**src/rtl/load_store_unit_if.sv**
```systemverilog
// Request/response and data-memory bus between the MIPS memory stage and the LSU.
// slave = LSU side, master = pipeline plus memory side.
interface load_store_unit_if #(
    parameter int ADDR_W = 32,
    parameter int DATA_W = 32
);
    logic              reqValid;
    logic              reqReady;
    logic              reqWrite;
    logic [1:0]        reqSize;
    logic              reqSigned;
    logic [ADDR_W-1:0] reqAddr;
    logic [DATA_W-1:0] reqData;
    logic              respValid;
    logic [DATA_W-1:0] respData;
    logic              misaligned;
    logic [ADDR_W-1:0] memAddress;
    logic [DATA_W-1:0] memWriteData;
    logic              memRead;
    logic              memWrite;
    logic [DATA_W-1:0] memReadData;

    modport slave (
        input  reqValid, reqWrite, reqSize, reqSigned, reqAddr, reqData, memReadData,
        output reqReady, respValid, respData, misaligned,
        output memAddress, memWriteData, memRead, memWrite
    );

    modport master (
        output reqValid, reqWrite, reqSize, reqSigned, reqAddr, reqData, memReadData,
        input  reqReady, respValid, respData, misaligned,
        input  memAddress, memWriteData, memRead, memWrite
    );
endinterface

```
**src/rtl/load_store_unit.sv**
```systemverilog
// Load/store unit: byte/half/word access to a word-wide memory, sub-word stores by read-modify-write.
// Latency acceptance->respValid: error 1, load 2, word store 2, sub-word store 4.
// Backpressure: one request in flight, reqReady high only in IDLE.
module load_store_unit #(
    parameter int ADDR_W = 32,
    parameter int DATA_W = 32
) (
    input  logic              clk,
    input  logic              reset,
    load_store_unit_if.slave  bus
);
    typedef enum logic [2:0] {IDLE, RD, RMW_RD, GAP, WR, RESP} state_t;

    state_t state, state_n;
    logic   req_err;

    logic [1:0]        addr_q;
    logic [1:0]        size_q;
    logic              sgn_q;
    logic [15:0]       sdata_q;
    logic [DATA_W-1:0] rdata_q;

    logic              req_ready_q;
    logic              resp_valid_q;
    logic [DATA_W-1:0] resp_data_q;
    logic              misaligned_q;
    logic [ADDR_W-1:0] mem_addr_q;
    logic [DATA_W-1:0] mem_wdata_q;
    logic              mem_read_q;
    logic              mem_write_q;

    function automatic logic [DATA_W-1:0] extract(input logic [DATA_W-1:0] w, input logic [1:0] a,
                                                  input logic [1:0] sz, input logic sgn);
        logic [7:0]  b;
        logic [15:0] h;
        b = w[{a, 3'b000} +: 8];
        h = a[1] ? w[31:16] : w[15:0];
        case (sz)
            2'd0:    return {{24{sgn & b[7]}}, b};
            2'd1:    return {{16{sgn & h[15]}}, h};
            default: return w;
        endcase
    endfunction

    function automatic logic [DATA_W-1:0] merge(input logic [DATA_W-1:0] w, input logic [1:0] a,
                                                input logic [1:0] sz, input logic [15:0] d);
        logic [DATA_W-1:0] r;
        r = w;
        if (sz == 2'd0)
            r[{a, 3'b000} +: 8] = d[7:0];
        else if (a[1])
            r[31:16] = d;
        else
            r[15:0] = d;
        return r;
    endfunction

    always_ff @(posedge clk) begin
        if (reset)
            state <= IDLE;
        else
            state <= state_n;
    end

    always_comb begin
        state_n = state;
        case (bus.reqSize)
            2'd0:    req_err = 1'b0;
            2'd1:    req_err = bus.reqAddr[0];
            2'd2:    req_err = |bus.reqAddr[1:0];
            default: req_err = 1'b1;
        endcase
        case (state)
            IDLE: begin
                if (bus.reqValid) begin
                    if (req_err)
                        state_n = RESP;
                    else if (!bus.reqWrite)
                        state_n = RD;
                    else if (bus.reqSize == 2'd2)
                        state_n = WR;
                    else
                        state_n = RMW_RD;
                end
            end
            RD:      state_n = RESP;
            RMW_RD:  state_n = GAP;
            GAP:     state_n = WR;
            WR:      state_n = RESP;
            RESP:    state_n = IDLE;
            default: state_n = IDLE;
        endcase
    end

    // Strobes/handshake are registered from the next state so every output is a flop.
    always_ff @(posedge clk) begin
        if (reset) begin
            addr_q       <= '0;
            size_q       <= '0;
            sgn_q        <= 1'b0;
            sdata_q      <= '0;
            rdata_q      <= '0;
            req_ready_q  <= 1'b1;
            resp_valid_q <= 1'b0;
            resp_data_q  <= '0;
            misaligned_q <= 1'b0;
            mem_addr_q   <= '0;
            mem_wdata_q  <= '0;
            mem_read_q   <= 1'b0;
            mem_write_q  <= 1'b0;
        end else begin
            req_ready_q  <= (state_n == IDLE);
            resp_valid_q <= (state_n == RESP);
            mem_read_q   <= (state_n == RD) || (state_n == RMW_RD);
            mem_write_q  <= (state_n == WR);
            case (state)
                IDLE: begin
                    if (bus.reqValid) begin
                        addr_q  <= bus.reqAddr[1:0];
                        size_q  <= bus.reqSize;
                        sgn_q   <= bus.reqSigned;
                        sdata_q <= bus.reqData[15:0];
                        if (req_err) begin
                            resp_data_q  <= '0;
                            misaligned_q <= 1'b1;
                        end else begin
                            mem_addr_q <= {bus.reqAddr[ADDR_W-1:2], 2'b00};
                            if (bus.reqWrite && bus.reqSize == 2'd2)
                                mem_wdata_q <= bus.reqData;
                        end
                    end
                end
                RD: begin
                    resp_data_q  <= extract(bus.memReadData, addr_q, size_q, sgn_q);
                    misaligned_q <= 1'b0;
                end
                RMW_RD: rdata_q     <= bus.memReadData;
                GAP:    mem_wdata_q <= merge(rdata_q, addr_q, size_q, sdata_q);
                WR: begin
                    resp_data_q  <= '0;
                    misaligned_q <= 1'b0;
                end
                default: ;
            endcase
        end
    end

    assign bus.reqReady     = req_ready_q;
    assign bus.respValid    = resp_valid_q;
    assign bus.respData     = resp_data_q;
    assign bus.misaligned   = misaligned_q;
    assign bus.memAddress   = mem_addr_q;
    assign bus.memWriteData = mem_wdata_q;
    assign bus.memRead      = mem_read_q;
    assign bus.memWrite     = mem_write_q;
endmodule

```
**src/flat_wrapper.sv**
```systemverilog
// flat-port wrapper written by rule: the top's interface ports become plain ports
module load_store_unit_flat 
#(
    parameter int ADDR_W = 32,
    parameter int DATA_W = 32
)
  (clk, reset, bus_reqValid, bus_reqWrite, bus_reqSize, bus_reqSigned, bus_reqAddr, bus_reqData, bus_memReadData, bus_reqReady, bus_respValid, bus_respData, bus_misaligned, bus_memAddress, bus_memWriteData, bus_memRead, bus_memWrite);
  load_store_unit_if #(.ADDR_W(ADDR_W), .DATA_W(DATA_W)) bus_i ();
  input  logic clk;
  input  logic reset;
  input wire logic [$bits(bus_i.reqValid)-1:0] bus_reqValid;
  input wire logic [$bits(bus_i.reqWrite)-1:0] bus_reqWrite;
  input wire logic [$bits(bus_i.reqSize)-1:0] bus_reqSize;
  input wire logic [$bits(bus_i.reqSigned)-1:0] bus_reqSigned;
  input wire logic [$bits(bus_i.reqAddr)-1:0] bus_reqAddr;
  input wire logic [$bits(bus_i.reqData)-1:0] bus_reqData;
  input wire logic [$bits(bus_i.memReadData)-1:0] bus_memReadData;
  output wire logic [$bits(bus_i.reqReady)-1:0] bus_reqReady;
  output wire logic [$bits(bus_i.respValid)-1:0] bus_respValid;
  output wire logic [$bits(bus_i.respData)-1:0] bus_respData;
  output wire logic [$bits(bus_i.misaligned)-1:0] bus_misaligned;
  output wire logic [$bits(bus_i.memAddress)-1:0] bus_memAddress;
  output wire logic [$bits(bus_i.memWriteData)-1:0] bus_memWriteData;
  output wire logic [$bits(bus_i.memRead)-1:0] bus_memRead;
  output wire logic [$bits(bus_i.memWrite)-1:0] bus_memWrite;
  assign bus_i.reqValid = bus_reqValid;
  assign bus_i.reqWrite = bus_reqWrite;
  assign bus_i.reqSize = bus_reqSize;
  assign bus_i.reqSigned = bus_reqSigned;
  assign bus_i.reqAddr = bus_reqAddr;
  assign bus_i.reqData = bus_reqData;
  assign bus_i.memReadData = bus_memReadData;
  assign bus_reqReady = bus_i.reqReady;
  assign bus_respValid = bus_i.respValid;
  assign bus_respData = bus_i.respData;
  assign bus_misaligned = bus_i.misaligned;
  assign bus_memAddress = bus_i.memAddress;
  assign bus_memWriteData = bus_i.memWriteData;
  assign bus_memRead = bus_i.memRead;
  assign bus_memWrite = bus_i.memWrite;
  load_store_unit #(.ADDR_W(ADDR_W), .DATA_W(DATA_W)) u_core (.clk(clk), .reset(reset), .bus(bus_i));
endmodule
```
**config.mk**
```make
export PLATFORM = sky130hd
export DESIGN_NAME = load_store_unit_flat
export DESIGN_NICKNAME = d
export VERILOG_FILES = /design/src/rtl/load_store_unit_if.sv /design/src/rtl/load_store_unit.sv /design/src/flat_wrapper.sv
export SDC_FILE = /design/constraint.sdc
export NUM_CORES = 1
export LEC_CHECK = 0
export CAP_MARGIN = 20
export CELL_PAD_IN_SITES_DETAIL_PLACEMENT = 2
export CELL_PAD_IN_SITES_GLOBAL_PLACEMENT = 2
export CORE_MARGIN = 1
export CORE_UTILIZATION = 28
export CTS_BUF_LIST = sky130_fd_sc_hd__clkbuf_4
export DETAILED_ROUTE_END_ITERATION = 16
export PLACE_DENSITY_LB_ADDON = 0.15
export SLEW_MARGIN = 15
export SYNTH_ARGS = -nofsm -noshare
export SYNTH_HDL_FRONTEND = slang
export SYNTH_SLANG_ARGS = --single-unit
```
**constraint.sdc**
```tcl
create_clock -name clk -period 3.72 [get_ports clk]
set_clock_uncertainty 0.2 [all_clocks]
set_input_delay 0.744 -clock clk [delete_from_list [all_inputs] [get_ports clk]]
set_output_delay 0.744 -clock clk [all_outputs]
set_load 0.05 [all_outputs]
```
==> summary.txt <==
Power and ir drop
  • Combinational Power Share: 0.243
  • P_sw: 1.32 mW
  • Total internal power: 2.57 mW
  • Leak pwr: 3.15 nW
  • Share of power burned in registers: 0.467
  • Net Sw Frac: 0.339
  • Clock power share: 0.290
  • Max VDD drop: 195 uV
  • Power per Cell Area: 408 nW/um^2

Finish
  • Reg area: 3100 um^2
  • Nets: 1099
  • Fraction of layout cells with a size suffix above 1: 0.0847
  • Area Overhead vs Synth: 37.2%
  • Multi-input gate area: 3530 um^2
  • FILL cells: 2727

GRT
  • Initial antenna violation count: 1
  • Gr usage total: 0.206
  • Overflow after GRT: 0
  • Vias in the first global route: 7031
  • First-pass GRT wire length: 41100 um
  • Pin count of the biggest net entering global routing: 57

Yosys
  • Register bit count reported by yosys: 155
  • Mapped Area: 6950 um^2
  • Post-Syn Instances: 821
  • Top_reg_cell synth: dfxtp_1
  • Count leader, synth: nand2_1
  • Share of the synthesized area in the top cell type: 0.447
  • Post-synth top area cell: dfxtp_1
  • Post-synth top cells: nand2_1, dfxtp_1, a21oi_1
  • Yosys cell types: 55
  • Largest cells by area after synthesis: dfxtp_1, nand2_1, a21oi_1, mux2i_1, o2bb2ai_1
  • Syn. warnings: 0
  • Register area share after synthesis: 0.447
  • Post-synthesis async set-or-reset flop share: 0
  • Number of synthesized flops with an enable pin: 0
  • Syn Area/Cell: 8.46 um^2

Timing
  • Slew Limit Fails: 0
  • Setup TNS Final: 0 ns
  • RSZ-0062 raised after global routing: no
  • Post-route minimum period: 2.89 ns
  • Relative slew margins: 0.307
  • Endpoints failing setup: 0
  • Fmax: 346 MHz
  • Hold Vio Cnt, Final: 0
  • Worst-margin pin slew: 1.04 ns
  • Worst Hold Slack: 0.265 ns
  • Fin crit share: 0.777

Clock tree
  • CTS Sinks: 155
  • Clk root buf: clkbuf_4
  • CTS tree: done
  • Worst-Skew Late Latency: 0.56 ns
  • Clock transition at the registers of the reported paths: 0.14 ns
  • H-tree levels: 4
  • CTS resizes: 0
  • Hold_buf cts: 0
  • CTS max path bufs: 2
  • Num CTS Buffers: 17
  • Post-CTS Setup Bufs: 0

Worst setup path
  • Setup crit end kind: flop
  • CP required: 4.01 ns
  • Worst setup SP type: flop
  • Critical path arrival: 3.18 ns
  • Critical path class: flop to flop
  • Max FO, Critical Path: 20

Die
  • Die Area: 25400 um^2
  • # IOs: 204
  • Chip width: 160 um
  • Starting Density: 0.286
  • Row count: 57
  • Die extent in y: 160 um
  • CORE AREA: 24300 um^2

Route
  • Pre-antenna DRT Iters: 4
  • Post-DRT Antenna Nets: 0
  • DR vias: 6748
  • Routed wire length: 25700 um
  • Via/cell ratio: 5.08
  • Wire per inst: 19.4 um
  • Initial DRC count: 299
  • # DRC: 0

Hold path
  • Hold Crit Class: flop to flop

Placement
  • Port bufs: 201
  • Final Wtd Congestion: 0.771
  • Hpwl dp: 18500 um

Run status
  • Status: completed

Run
  • Max cap viols: 0
power by group through the flow:
stage	clock, mW	combinational [mW]	sequential [mW]
2_1_floorplan	0	0.405	2.00
3_3_place_gp	0	0.945	1.85
3_5_place_dp	0	0.954	1.86
4_1_cts	1.18	0.959	1.82
5_1_grt	1.25	1.02	1.83
6_report	1.13	0.947	1.82
cells by family after synthesis:
logic type,Yosys count,synth area share
fa+ha+maj,5,0.00900
simple gates,285,0.180
other cells,1,0.000540
mux,28,0.0432
flops,155,0.447
buf+inv,78,0.0486
compound gates,268,0.270
xor+xnor,1,0.00126
stage by stage:
step | std cells | instance area [um^2] | total power, mW | setup slack (ns) | util
floorplan | 822 | 6950 | 2.41 | 1.06 | -
global route | 1328 | 9530 | 4.10 | 0.650 | 0.392
global placement | 1294 | 9200 | 2.80 | 0.700 | 0.378
detailed placement | 1296 | 9230 | 2.81 | 0.671 | 0.379
finish | 1328 | 9530 | 3.89 | 0.828 | 0.392
CTS | 1327 | 9530 | 3.95 | 0.840 | 0.392
final cells by class:
cell class / count / share of cell area
sequential: 155 / 0.326
inverter: 8 / 0.00315
antenna: 1 / 0.000263
tap: 324 / 0.0425
clock inverter: 13 / 0.0176
clock buffer: 18 / 0.0142
timing repair buffer: 220 / 0.227
multi-input combinational: 589 / 0.370
critical path, stage by stage, from the launching register on:
cell      delay (ns)
dfxtp_1         0.33
inv_1           0.42
ha_1            0.37
or4bb_1         0.50
o32ai_1         0.52
a221oi_1        0.29
a211oi_2        0.20
layout by cell type, fill, tap and decap left out, types with 2 or more instances in the layout:
cell / count
a211oi_2: 16
a21oi_1: 121
a221o_1: 16
a221oi_1: 16
a31oi_1: 9
a32o_1: 8
buf_4: 17
bufinv_16: 3
clkbuf_4: 18
clkdlybuf4s50_1: 200
clkinv_1: 2
clkinv_4: 3
clkinvlp_4: 4
conb_1: 2
dfxtp_1: 155
ha_1: 5
inv_1: 7
inv_6: 2
mux2_2: 6
mux2i_1: 21
nand2_1: 182
nand2b_1: 10
nor2_1: 50
nor2b_1: 2
nor3_1: 2
o21ai_0: 26
o21ai_1: 2
o221ai_1: 12
o221ai_2: 4
o2bb2ai_1: 24
o31ai_1: 2
or3_1: 23
or4_1: 2
or4bb_1: 2
worst paths after layout:
| kind | startpoint | end | slack, ns | depth (start not counted) |
|---|---|---|---|---|
| setup / recovery | u_core.addr_q[1] | u_core.bus.memWriteData[0] | 0.83 | 6 |
| hold / removal | u_core.bus.memAddress[24] | u_core.bus.memAddress[24] | 0.26 | 2 |
| hold reg to reg | u_core.bus.memAddress[24] | u_core.bus.memAddress[24] | 0.26 | 2 |
| setup reg to reg | u_core.addr_q[1] | u_core.bus.memWriteData[0] | 0.83 | 6 |
flip-flops by register name (all words and copies together), names as in the netlist:
| register | flops |
|---|---|
| u_core.bus.respValid | 1 |
| u_core.rdata_q | 32 |
| u_core.bus.memWrite | 1 |
| u_core.state | 3 |
| u_core.bus.memRead | 1 |
| u_core.sgn_q | 1 |
| u_core.bus.respData | 32 |
| u_core.bus.reqReady | 1 |
| u_core.bus.misaligned | 1 |
| u_core.bus.memAddress | 30 |
| u_core.sdata_q | 16 |
| u_core.size_q | 2 |
| u_core.addr_q | 2 |
| u_core.bus.memWriteData | 32 |
per-layer routing:
layer  global-route usage  vias up  routed length (um)
met5                    0        -                   0
met4               0.0472        0                 295
met3               0.0516       16                1350
met2                0.313      168               11300
met1                0.290     3285               12800
li1                     -     3279                   -
No activity file was read; power rests on OpenSTA's default activity.
